--- config.mk ---
export PLATFORM = sky130hd
export DESIGN_NAME = writeback_unit_flat
export DESIGN_NICKNAME = d
export VERILOG_FILES = /design/src/rtl/rv32i_pkg.sv /design/src/rtl/writeback_unit_if.sv /design/src/rtl/load_formatter.sv /design/src/rtl/writeback_unit.sv /design/src/flat_wrapper.sv
export SDC_FILE = /design/constraint.sdc
export NUM_CORES = 1
export LEC_CHECK = 0
export BUFFER_PORTS_ARGS = -buffer_cell sky130_fd_sc_hd__buf_2
export CAP_MARGIN = 10
export CORE_MARGIN = 4
export CORE_UTILIZATION = 48
export DETAILED_ROUTE_END_ITERATION = 8
export GPL_ROUTABILITY_DRIVEN = 0
export GPL_TIMING_DRIVEN = 0
export PLACE_DENSITY_LB_ADDON = 0.25
export SLEW_MARGIN = 30
export SYNTH_ARGS = -nofsm -noshare
export SYNTH_HDL_FRONTEND = slang
export SYNTH_SLANG_ARGS = --single-unit
export TNS_END_PERCENT = 10
--- constraint.sdc ---
create_clock -name clk -period 2.2 [get_ports clk]
set_input_delay 0.22 -clock clk [delete_from_list [all_inputs] [get_ports clk]]
set_output_delay 0.22 -clock clk [all_outputs]
set_load 0.03 [all_outputs]
--- src/rtl/rv32i_pkg.sv ---
// rv32i_pkg -- definitions shared between the writeback unit, its load
// formatter and the register file.
//   RF_ADDR_WIDTH : default register index width (32 architectural registers)
//   RF_DATA_WIDTH : default register data width
//   load_funct3_e : RV32I load funct3 encodings
package rv32i_pkg;

  localparam int RF_ADDR_WIDTH = 5;
  localparam int RF_DATA_WIDTH = 32;

  typedef enum logic [2:0] {
    LD_LB  = 3'b000,
    LD_LH  = 3'b001,
    LD_LW  = 3'b010,
    LD_LBU = 3'b100,
    LD_LHU = 3'b101
  } load_funct3_e;

endpackage

--- src/rtl/writeback_unit_if.sv ---
// writeback_unit_if -- result sources feeding the writeback unit.
//   ALU side : i_alu_valid, o_alu_ready, i_alu_rd, i_alu_data
//   Load side: i_ld_valid, i_ld_rd, i_ld_rdata, i_ld_addr_lo, i_ld_funct3
//
// Handshake: an ALU result transfers on a rising clk edge where i_alu_valid
// and o_alu_ready are both high; the producer holds rd/data stable while
// valid is high and not yet accepted. The load side has no ready: a load
// response is consumed on every edge where i_ld_valid is high.
interface writeback_unit_if #(
  parameter int ADDR_WIDTH = rv32i_pkg::RF_ADDR_WIDTH,
  parameter int DATA_WIDTH = rv32i_pkg::RF_DATA_WIDTH
) ();

  logic                  i_alu_valid;
  logic                  o_alu_ready;
  logic [ADDR_WIDTH-1:0] i_alu_rd;
  logic [DATA_WIDTH-1:0] i_alu_data;

  logic                  i_ld_valid;
  logic [ADDR_WIDTH-1:0] i_ld_rd;
  logic [DATA_WIDTH-1:0] i_ld_rdata;
  logic [1:0]            i_ld_addr_lo;
  logic [2:0]            i_ld_funct3;

  // Producers (execute stage / memory response path)
  modport master (
    output i_alu_valid, i_alu_rd, i_alu_data,
    output i_ld_valid, i_ld_rd, i_ld_rdata, i_ld_addr_lo, i_ld_funct3,
    input  o_alu_ready
  );

  // Writeback unit
  modport slave (
    input  i_alu_valid, i_alu_rd, i_alu_data,
    input  i_ld_valid, i_ld_rd, i_ld_rdata, i_ld_addr_lo, i_ld_funct3,
    output o_alu_ready
  );

endinterface

--- src/rtl/load_formatter.sv ---
// load_formatter -- combinational extraction of a load result from an
// aligned memory word.
//   i_rdata    : aligned memory word
//   i_addr_lo  : byte offset of the load address
//   i_funct3   : load type (load_funct3_e encodings)
//   o_data     : extracted, sign/zero-extended value
//   o_err      : load type illegal or access misaligned
module load_formatter
  import rv32i_pkg::*;
#(
  parameter int DATA_WIDTH = RF_DATA_WIDTH
) (
  input  logic [DATA_WIDTH-1:0] i_rdata,
  input  logic [1:0]            i_addr_lo,
  input  logic [2:0]            i_funct3,
  output logic [DATA_WIDTH-1:0] o_data,
  output logic                  o_err
);

  logic [7:0]  w_byte;
  logic [15:0] w_half;

  // Halfword select uses only addr_lo[1]; addr_lo[0] set is flagged below.
  assign w_byte = i_rdata[{i_addr_lo, 3'b000} +: 8];
  assign w_half = i_addr_lo[1] ? i_rdata[31:16] : i_rdata[15:0];

  always_comb begin
    o_data = '0;
    o_err  = 1'b0;
    case (i_funct3)
      LD_LB:  o_data = {{(DATA_WIDTH-8){w_byte[7]}}, w_byte};
      LD_LBU: o_data = {{(DATA_WIDTH-8){1'b0}}, w_byte};
      LD_LH: begin
        if (i_addr_lo[0]) o_err = 1'b1;
        else              o_data = {{(DATA_WIDTH-16){w_half[15]}}, w_half};
      end
      LD_LHU: begin
        if (i_addr_lo[0]) o_err = 1'b1;
        else              o_data = {{(DATA_WIDTH-16){1'b0}}, w_half};
      end
      LD_LW: begin
        if (i_addr_lo != 2'b00) o_err = 1'b1;
        else                    o_data = i_rdata;
      end
      default: o_err = 1'b1;
    endcase
  end

endmodule

--- src/rtl/writeback_unit.sv ---
// writeback_unit -- arbitrates ALU results and load responses onto the
// single register-file write port.
//   clk          : clock, all state on rising edge
//   rst          : asynchronous active-low reset
//   bus          : ALU and load result sources (writeback_unit_if.slave)
//   o_we         : register-file write enable (registered)
//   o_wr_address : register-file write address (registered)
//   o_wr_data    : register-file write data (registered)
//   o_ld_err     : one-cycle pulse, illegal/misaligned load dropped
//   o_wr_count   : committed-write counter, wraps at 16 bits
//
// Loads always win the write slot. An ALU result that loses to a load is
// parked in a one-entry skid register and drains on the first cycle with
// no load; while parked, the ALU is back-pressured.
module writeback_unit
  import rv32i_pkg::*;
#(
  parameter int ADDR_WIDTH = RF_ADDR_WIDTH,
  parameter int DATA_WIDTH = RF_DATA_WIDTH
) (
  input  logic                  clk,
  input  logic                  rst,
  writeback_unit_if.slave       bus,
  output logic                  o_we,
  output logic [ADDR_WIDTH-1:0] o_wr_address,
  output logic [DATA_WIDTH-1:0] o_wr_data,
  output logic                  o_ld_err,
  output logic [15:0]           o_wr_count
);

  logic                  r_skid_full;
  logic [ADDR_WIDTH-1:0] r_skid_rd;
  logic [DATA_WIDTH-1:0] r_skid_data;

  logic                  r_we;
  logic [ADDR_WIDTH-1:0] r_wr_address;
  logic [DATA_WIDTH-1:0] r_wr_data;
  logic                  r_ld_err;
  logic [15:0]           r_wr_count;

  logic                  w_alu_hs;
  logic [DATA_WIDTH-1:0] w_fmt_data;
  logic                  w_fmt_err;
  logic                  w_sel_valid;
  logic [ADDR_WIDTH-1:0] w_sel_rd;
  logic [DATA_WIDTH-1:0] w_sel_data;
  logic                  w_ld_err;
  logic                  w_we;

  load_formatter #(
    .DATA_WIDTH (DATA_WIDTH)
  ) u_load_formatter (
    .i_rdata   (bus.i_ld_rdata),
    .i_addr_lo (bus.i_ld_addr_lo),
    .i_funct3  (bus.i_ld_funct3),
    .o_data    (w_fmt_data),
    .o_err     (w_fmt_err)
  );

  // Ready is forced low while reset is asserted so nothing is accepted.
  assign bus.o_alu_ready = rst & ~r_skid_full;
  assign w_alu_hs        = bus.i_alu_valid & bus.o_alu_ready;

  // Source select: load > skid > direct ALU. An erroring load still
  // occupies the slot; it just produces no write.
  always_comb begin
    w_sel_valid = 1'b0;
    w_sel_rd    = '0;
    w_sel_data  = '0;
    w_ld_err    = 1'b0;
    if (bus.i_ld_valid) begin
      w_sel_valid = ~w_fmt_err;
      w_sel_rd    = bus.i_ld_rd;
      w_sel_data  = w_fmt_data;
      w_ld_err    = w_fmt_err;
    end else if (r_skid_full) begin
      w_sel_valid = 1'b1;
      w_sel_rd    = r_skid_rd;
      w_sel_data  = r_skid_data;
    end else if (w_alu_hs) begin
      w_sel_valid = 1'b1;
      w_sel_rd    = bus.i_alu_rd;
      w_sel_data  = bus.i_alu_data;
    end
  end

  // x0 writes are consumed silently.
  assign w_we = w_sel_valid & (w_sel_rd != '0);

  always_ff @(posedge clk or negedge rst) begin
    if (!rst) begin
      r_skid_full <= 1'b0;
      r_skid_rd   <= '0;
      r_skid_data <= '0;
    end else if (bus.i_ld_valid && w_alu_hs) begin
      r_skid_full <= 1'b1;
      r_skid_rd   <= bus.i_alu_rd;
      r_skid_data <= bus.i_alu_data;
    end else if (!bus.i_ld_valid && r_skid_full) begin
      r_skid_full <= 1'b0;
    end
  end

  always_ff @(posedge clk or negedge rst) begin
    if (!rst) begin
      r_we         <= 1'b0;
      r_wr_address <= '0;
      r_wr_data    <= '0;
      r_ld_err     <= 1'b0;
      r_wr_count   <= '0;
    end else begin
      r_we     <= w_we;
      r_ld_err <= w_ld_err;
      // Address/data only move on a real write; otherwise they hold.
      if (w_we) begin
        r_wr_address <= w_sel_rd;
        r_wr_data    <= w_sel_data;
        r_wr_count   <= r_wr_count + 16'd1;
      end
    end
  end

  assign o_we         = r_we;
  assign o_wr_address = r_wr_address;
  assign o_wr_data    = r_wr_data;
  assign o_ld_err     = r_ld_err;
  assign o_wr_count   = r_wr_count;

endmodule

--- src/flat_wrapper.sv ---
// flat-port wrapper written by rule: the top's interface ports become plain ports
module writeback_unit_flat import rv32i_pkg::*;
#(
  parameter int ADDR_WIDTH = RF_ADDR_WIDTH,
  parameter int DATA_WIDTH = RF_DATA_WIDTH
)
  (clk, rst, o_we, o_wr_address, o_wr_data, o_ld_err, o_wr_count, bus_i_alu_valid, bus_i_alu_rd, bus_i_alu_data, bus_i_ld_valid, bus_i_ld_rd, bus_i_ld_rdata, bus_i_ld_addr_lo, bus_i_ld_funct3, bus_o_alu_ready);
  writeback_unit_if #(.ADDR_WIDTH(ADDR_WIDTH), .DATA_WIDTH(DATA_WIDTH)) bus_i ();
  input  logic clk;
  input  logic rst;
  output logic o_we;
  output logic [ADDR_WIDTH-1:0] o_wr_address;
  output logic [DATA_WIDTH-1:0] o_wr_data;
  output logic o_ld_err;
  output logic [15:0] o_wr_count;
  input wire logic [$bits(bus_i.i_alu_valid)-1:0] bus_i_alu_valid;
  input wire logic [$bits(bus_i.i_alu_rd)-1:0] bus_i_alu_rd;
  input wire logic [$bits(bus_i.i_alu_data)-1:0] bus_i_alu_data;
  input wire logic [$bits(bus_i.i_ld_valid)-1:0] bus_i_ld_valid;
  input wire logic [$bits(bus_i.i_ld_rd)-1:0] bus_i_ld_rd;
  input wire logic [$bits(bus_i.i_ld_rdata)-1:0] bus_i_ld_rdata;
  input wire logic [$bits(bus_i.i_ld_addr_lo)-1:0] bus_i_ld_addr_lo;
  input wire logic [$bits(bus_i.i_ld_funct3)-1:0] bus_i_ld_funct3;
  output wire logic [$bits(bus_i.o_alu_ready)-1:0] bus_o_alu_ready;
  assign bus_i.i_alu_valid = bus_i_alu_valid;
  assign bus_i.i_alu_rd = bus_i_alu_rd;
  assign bus_i.i_alu_data = bus_i_alu_data;
  assign bus_i.i_ld_valid = bus_i_ld_valid;
  assign bus_i.i_ld_rd = bus_i_ld_rd;
  assign bus_i.i_ld_rdata = bus_i_ld_rdata;
  assign bus_i.i_ld_addr_lo = bus_i_ld_addr_lo;
  assign bus_i.i_ld_funct3 = bus_i_ld_funct3;
  assign bus_o_alu_ready = bus_i.o_alu_ready;
  writeback_unit #(.ADDR_WIDTH(ADDR_WIDTH), .DATA_WIDTH(DATA_WIDTH)) u_core (.clk(clk), .rst(rst), .bus(bus_i), .o_we(o_we), .o_wr_address(o_wr_address), .o_wr_data(o_wr_data), .o_ld_err(o_ld_err), .o_wr_count(o_wr_count));
endmodule
[Word level (Yosys, flattened, before mapping)]
Index checks and enable logic that the tools add are counted.
Cells by class
  add/sub/neg operators: 1
  equality and inequality tests: 4
  reduce and logical (&&, ||, !) cells: 9
  $lt $le $gt $ge: 0
  mux-type cells: 20
  divide/modulo/power cells: 0
  multiply operators: 0
  shifts and indexed selects: 1
  bitwise logic cells: 5
Operator list (count)
  $mux 32: 5
  $pmux 32 s5: 1
  $mux 16: 2
  $shiftx 32x6->8: 1
  $add 16x1->16 const B: 1
  $mux 5: 3
  $mux 1: 8
  $eq 3x3->1 const B: 2
  $reduce_bool 5->1: 1
  $reduce_bool 2->1: 2
  $reduce_or 2->1: 2
  $and 1x1->1: 3
  $eq 3x1->1 const B: 1
  $eq 3x2->1 const B: 1
  $logic_not 3->1: 1
  $pmux 1 s3: 1
  $logic_and 1x1->1: 2
  $not 1->1: 2
  $logic_not 1->1: 1
Word-level totals
  RAM bits: 0
  bits in latches: 0
  memories kept: 0
  output and inout port bits: 56
  flip-flop bits (word level): 93
  bits in read-only memories: 0

[Logic depth before layout (Yosys ltp)]
  word-level depth: 8
  mapped depth: 7
  gate-level depth less buffers: 6

[By module]
Synthesis repeated with hierarchy kept, for this count alone.
Second synthesis, totals
  cell total of the unflattened synthesis: 499
  area total of the unflattened synthesis: 5002.3 um^2
Modules (own cells, without submodules)
  writeback_unit: area each 4240.3 um^2, cells each 373, times used 1
  load_formatter: area each 762.0 um^2, cells each 126, times used 1

[Worst setup path before layout]
OpenSTA, ideal clock, no wires.
  kind: register -> register
  from: reg u_core.r_skid_rd[2]
  to: reg u_core.r_wr_address[0], in the netlist u_core.o_wr_address[0]
  setup slack: 0.082 ns
  cell stages (with the launch flop): 7
  required time: 2.075 ns
  data arrival time: 1.993 ns
  library setup time: 0.125 ns
  path through: dfrtp_1 > or3_1 > a221o_1 > a211oi_4 > nor2_2 > buf_6 > mux2_4
On the way
  cells in the longest elaborated chain, start to end: 4
RTL lines
  from (decl): line writeback_unit.sv:32  | logic [ADDR_WIDTH-1:0] r_skid_rd;
  from (signal assigned): line writeback_unit.sv:97  | r_skid_rd <= bus.i_alu_rd;
  $mux 5: line writeback_unit.sv:76  | end else if (r_skid_full) begin
  $mux 5: line writeback_unit.sv:71  | if (bus.i_ld_valid) begin
  $reduce_bool 5->1: line writeback_unit.sv:88  | assign w_we = w_sel_valid & (w_sel_rd != '0);
  $and 1x1->1: line writeback_unit.sv:88
  to (signal assigned): line writeback_unit.sv:116  | r_wr_address <= w_sel_rd;
  to (decl): line writeback_unit.sv:36  | logic [ADDR_WIDTH-1:0] r_wr_address;
Every way passes these cells.
A chain may end at the register's enable or synchronous reset.

[Worst setup path after layout]
  from: reg u_core.r_skid_rd[2]
  to: reg u_core.r_wr_address[2], in the netlist u_core.o_wr_address[2]
On the way
  cells in the longest elaborated chain, start to end: 4
RTL lines (line)
  $mux 5 *: writeback_unit.sv:76
  $mux 5 *: writeback_unit.sv:71
  $reduce_bool 5->1: writeback_unit.sv:88
  $and 1x1->1: writeback_unit.sv:88
Mark *: on every way between the ends. The rest lies on a longest branch, timed or not.

==> flow_summary.json <==
{
  "slowest_delay_ps": 410,
  "fmax_mhz": 451,
  "fp.dieArea_sq_mm": 0.0122,
  "switching_share_pct": 35.0,
  "drv_cap": 0,
  "relSlewSlack_pct": 44.5,
  "vias_per_cell": 5.78,
  "cp-end-kind": "flop",
  "hold_slack_ps": -161,
  "period_minus_slack_ps": 2220,
  "clock-sinks": 93,
  "antenna_cells": 0,
  "syn_inst": 453,
  "violations": "negative hold slack, negative setup slack",
  "die_width_um": 111,
  "worst_slack_ps": -19.7,
  "cts-root-buf": "clkbuf_8",
  "clock_insertion_delay_worst_skew_ps": 380,
  "worstPathArrival_ps": 2490,
  "setup_viol": 13,
  "ys_seq_area_share_pct": 46.0,
  "tritoncts": "built",
  "drive_above_1_share_pct": 42.3,
  "clkPwrFrac_pct": 24.4,
  "first_iter_violations": 256,
  "wl_mm": 14.3,
  "clk_path_buf_depth": 2,
  "cp_data_required_time_ps": 2470,
  "multi_input_area_sq_mm": 0.00259,
  "avgRoutedWirePerCell_um": 19.1,
  "drtPass1Iterations": 6,
  "syn_nets": 537,
  "register_area_sq_mm": 0.00233,
  "synthArstFlopShare_pct": 100,
  "final_cells": 749,
  "pin_count": 139,
  "grt_pass1_vias": 4256,
  "crit_path_start_kind": "flop",
  "power_frac_seq_pct": 43.6,
  "clk_pin_slew_ps": 90,
  "syn_area_per_cell_sq_um": 11.2,
  "area_growth_pct": 24.4,
  "netlist_area_sq_mm": 0.00505,
  "rsz0062_at_grt": "yes",
  "slew_viol_final": 0,
  "comb_power_share_pct": 32.0,
  "grtUsageTotal_pct": 23.5,
  "final.setup.tns_ps": -80.9,
  "cts-buffers-inserted": 9,
  "start_util_pct": 49.2,
  "yosysWarningCount": 0,
  "crit_chain": "or3_4 > a221o_1 > a211oi_4 > nor2_4 > buf_6 > mux2_4",
  "p_int_mw": 3.43,
  "htree_num_levels": 3,
  "overflow": 0,
  "hold_class": "input pin to async pin",
  "ys_seq_elements": 93,
  "final_hold_viol_count": 69,
  "drc": 0,
  "p_leak_nw": 3.12,
  "grt_max_degree": 74,
  "die_h_um": 111,
  "core_sq_mm": 0.0103,
  "crit_fanout": 10,
  "synth_edf_count": 0,
  "row_count": 37,
  "fillers": 899,
  "vias": 4328,
  "final.setup_skew_ps": 8.23,
  "powerDensity_mw_per_mm2": 840,
  "portBuffers": 136,
  "final_core_util_pct": 61.2,
  "outcome": "finished, violations left",
  "hpwlAfterDp_mm": 10.8,
  "final_antenna_net_count": 0,
  "netlist-cell-type-count": 46,
  "critPathKind": "flop to flop",
  "grt_pass1_wl_mm": 23.1,
  "ir_worst_vdd_mv": 0.422,
  "crit_family": "compound AO/OA/AOI/OAI gates",
  "p_sw_mw": 1.85,
  "post-place-cells": 726,
  "synth_top_area_share_pct": 46.0,
  "synth_ff_type": "dfrtp_1",
  "worst_pin_slew_ps": 824,
  "crit_slowest_cell": "dfrtp_1",
  "antenna_found_initial": 0,
  "finish.net_count": 692,
  "critical_path_buf_inv_count": 1,
  "synth_top_cells_by_area": "dfrtp_1 46%, mux2_4 10%, mux2_2 8.7%",
  "synth_area_leader_cell": "dfrtp_1",
  "min_period_over_period_pct": 101
}
[worst reg2reg max path, delay by kind of cell (launching register included)]
kind,cells,cell delay [ps]
AOI/OAI and AO/OA,2,660
and+or+nand+nor,2,530
DFF,1,410
muxes,1,320
buffers and inverters,1,200
[layout make-up]
type	instances	area share (%)
sequential	93	37.0
timing repair buffer	144	12.7
tap	136	2.71
buffer	35	2.94
clock inverter	6	1.49
clock buffer	10	2.03
multi-input combinational	325	41.1
[registers in the layout, summed over array words and instances, names as in the netlist]
name                 cells
u_core.r_skid_full       1
u_core.o_ld_err          1
u_core.o_wr_data        32
u_core.o_wr_count       16
u_core.r_skid_data      32
u_core.r_skid_rd         5
u_core.o_we              1
u_core.o_wr_address      5
[through the flow]
stage	setup slack (ps)	instance area, sq um	total power [mW]
floorplan	82.0	5050	3.43
global placement	-1810	5910	3.92
detailed placement	-705	5940	3.98
CTS	-26.9	6210	5.27
global route	-67.5	6290	5.55
finish	-19.7	6290	5.28
[logic make-up after synthesis]
family          after synthesis  share of synthesized area [%]
fa+ha+maj                     1                          0.247
mux                          75                           19.4
compound gates              112                           16.0
xor+xnor                     15                           2.60
flops                        93                           46.0
simple gates                122                           12.4
buf+inv                      35                           3.27
[placed cells by master, fill, tap and decap left out, types with 3 or more instances in the layout]
cell,Yosys,routed
o21a_1,3,3
clkbuf_8,0,9
buf_4,0,4
and3_1,5,5
a21oi_1,26,26
buf_6,4,4
o21ai_0,6,6
xor2_1,15,15
clkbuf_2,0,8
or3_1,6,5
o22a_1,3,3
a31oi_1,5,5
dfrtp_1,93,92
a221oi_1,5,5
buf_2,3,138
nand2_1,25,24
nand3_1,6,6
mux2_4,34,34
clkbuf_1,24,16
o22ai_1,6,6
a22oi_1,31,31
nor3_1,13,13
buf_1,4,4
mux2_2,39,39
a211o_1,17,17
nor4_1,6,6
nor2b_1,15,15
nor2_1,27,27
nand2b_1,8,8
[synthesized netlist by cell type, types with 2 or more instances]
cell	count
clkbuf_1	24
nand4b_1	2
a21oi_1	26
dfrtp_1	93
nor2_1	27
nor4_1	6
o21ba_2	2
nor3b_1	2
nand2b_1	8
buf_6	4
o22a_1	3
nand3_1	6
buf_2	3
a31oi_1	5
nor3_1	13
mux2_4	34
o21ai_0	6
or3_1	6
nand2_1	25
and3b_1	2
buf_1	4
nor2b_1	15
mux2_2	39
and3_1	5
o22ai_1	6
a211o_1	17
xor2_1	15
a22oi_1	31
a221oi_1	5
o21a_1	3
[layer usage]
metal  GRT usage, %  up-vias  wire, um
met3           5.42       32       931
met2           37.2      184      6890
met1           32.2     2124      6170
met5              0        -         0
met4           6.90        0       334
li1               -     1988         -
[worst paths after layout]
path                                                   start                            endpoint  slack (ps)  depth (start not counted)
max in group asynchronous                                rst    u_core.o_wr_data[19]$_DFFE_PN0P_        1600                          4
hold reg to reg            u_core.o_wr_count[15]$_DFFE_PN0P_   u_core.o_wr_count[15]$_DFFE_PN0P_         470                          1
setup reg to reg             u_core.r_skid_rd[2]$_DFFE_PN0P_  u_core.o_wr_address[2]$_DFFE_PN0P_         -20                          6
min in group clk                          bus_i_alu_data[26]  u_core.r_skid_data[26]$_DFFE_PN0P_          80                          2
hold / removal                                           rst  u_core.r_skid_data[11]$_DFFE_PN0P_        -160                          2
setup / recovery             u_core.r_skid_rd[2]$_DFFE_PN0P_  u_core.o_wr_address[2]$_DFFE_PN0P_         -20                          6
[power by group through the flow]
stage / logic [mW] / clock network, mW / registers [mW]
3_5_place_dp: 1.65 / 0 / 2.33
2_1_floorplan: 0.753 / 0 / 2.67
3_3_place_gp: 1.61 / 0 / 2.31
4_1_cts: 1.67 / 1.31 / 2.29
5_1_grt: 1.81 / 1.40 / 2.34
6_report: 1.69 / 1.29 / 2.30
[what timing repair did]
action	CTS	global route
cloned	0	1
setup endpoints to repair	77	48
hold endpoints to repair	24	93
pin swaps	1	1
setup buffers	3	0
gates resized for setup	6	17
hold buffers	1	2
Note: power is estimated with default switching activity, not from simulation.
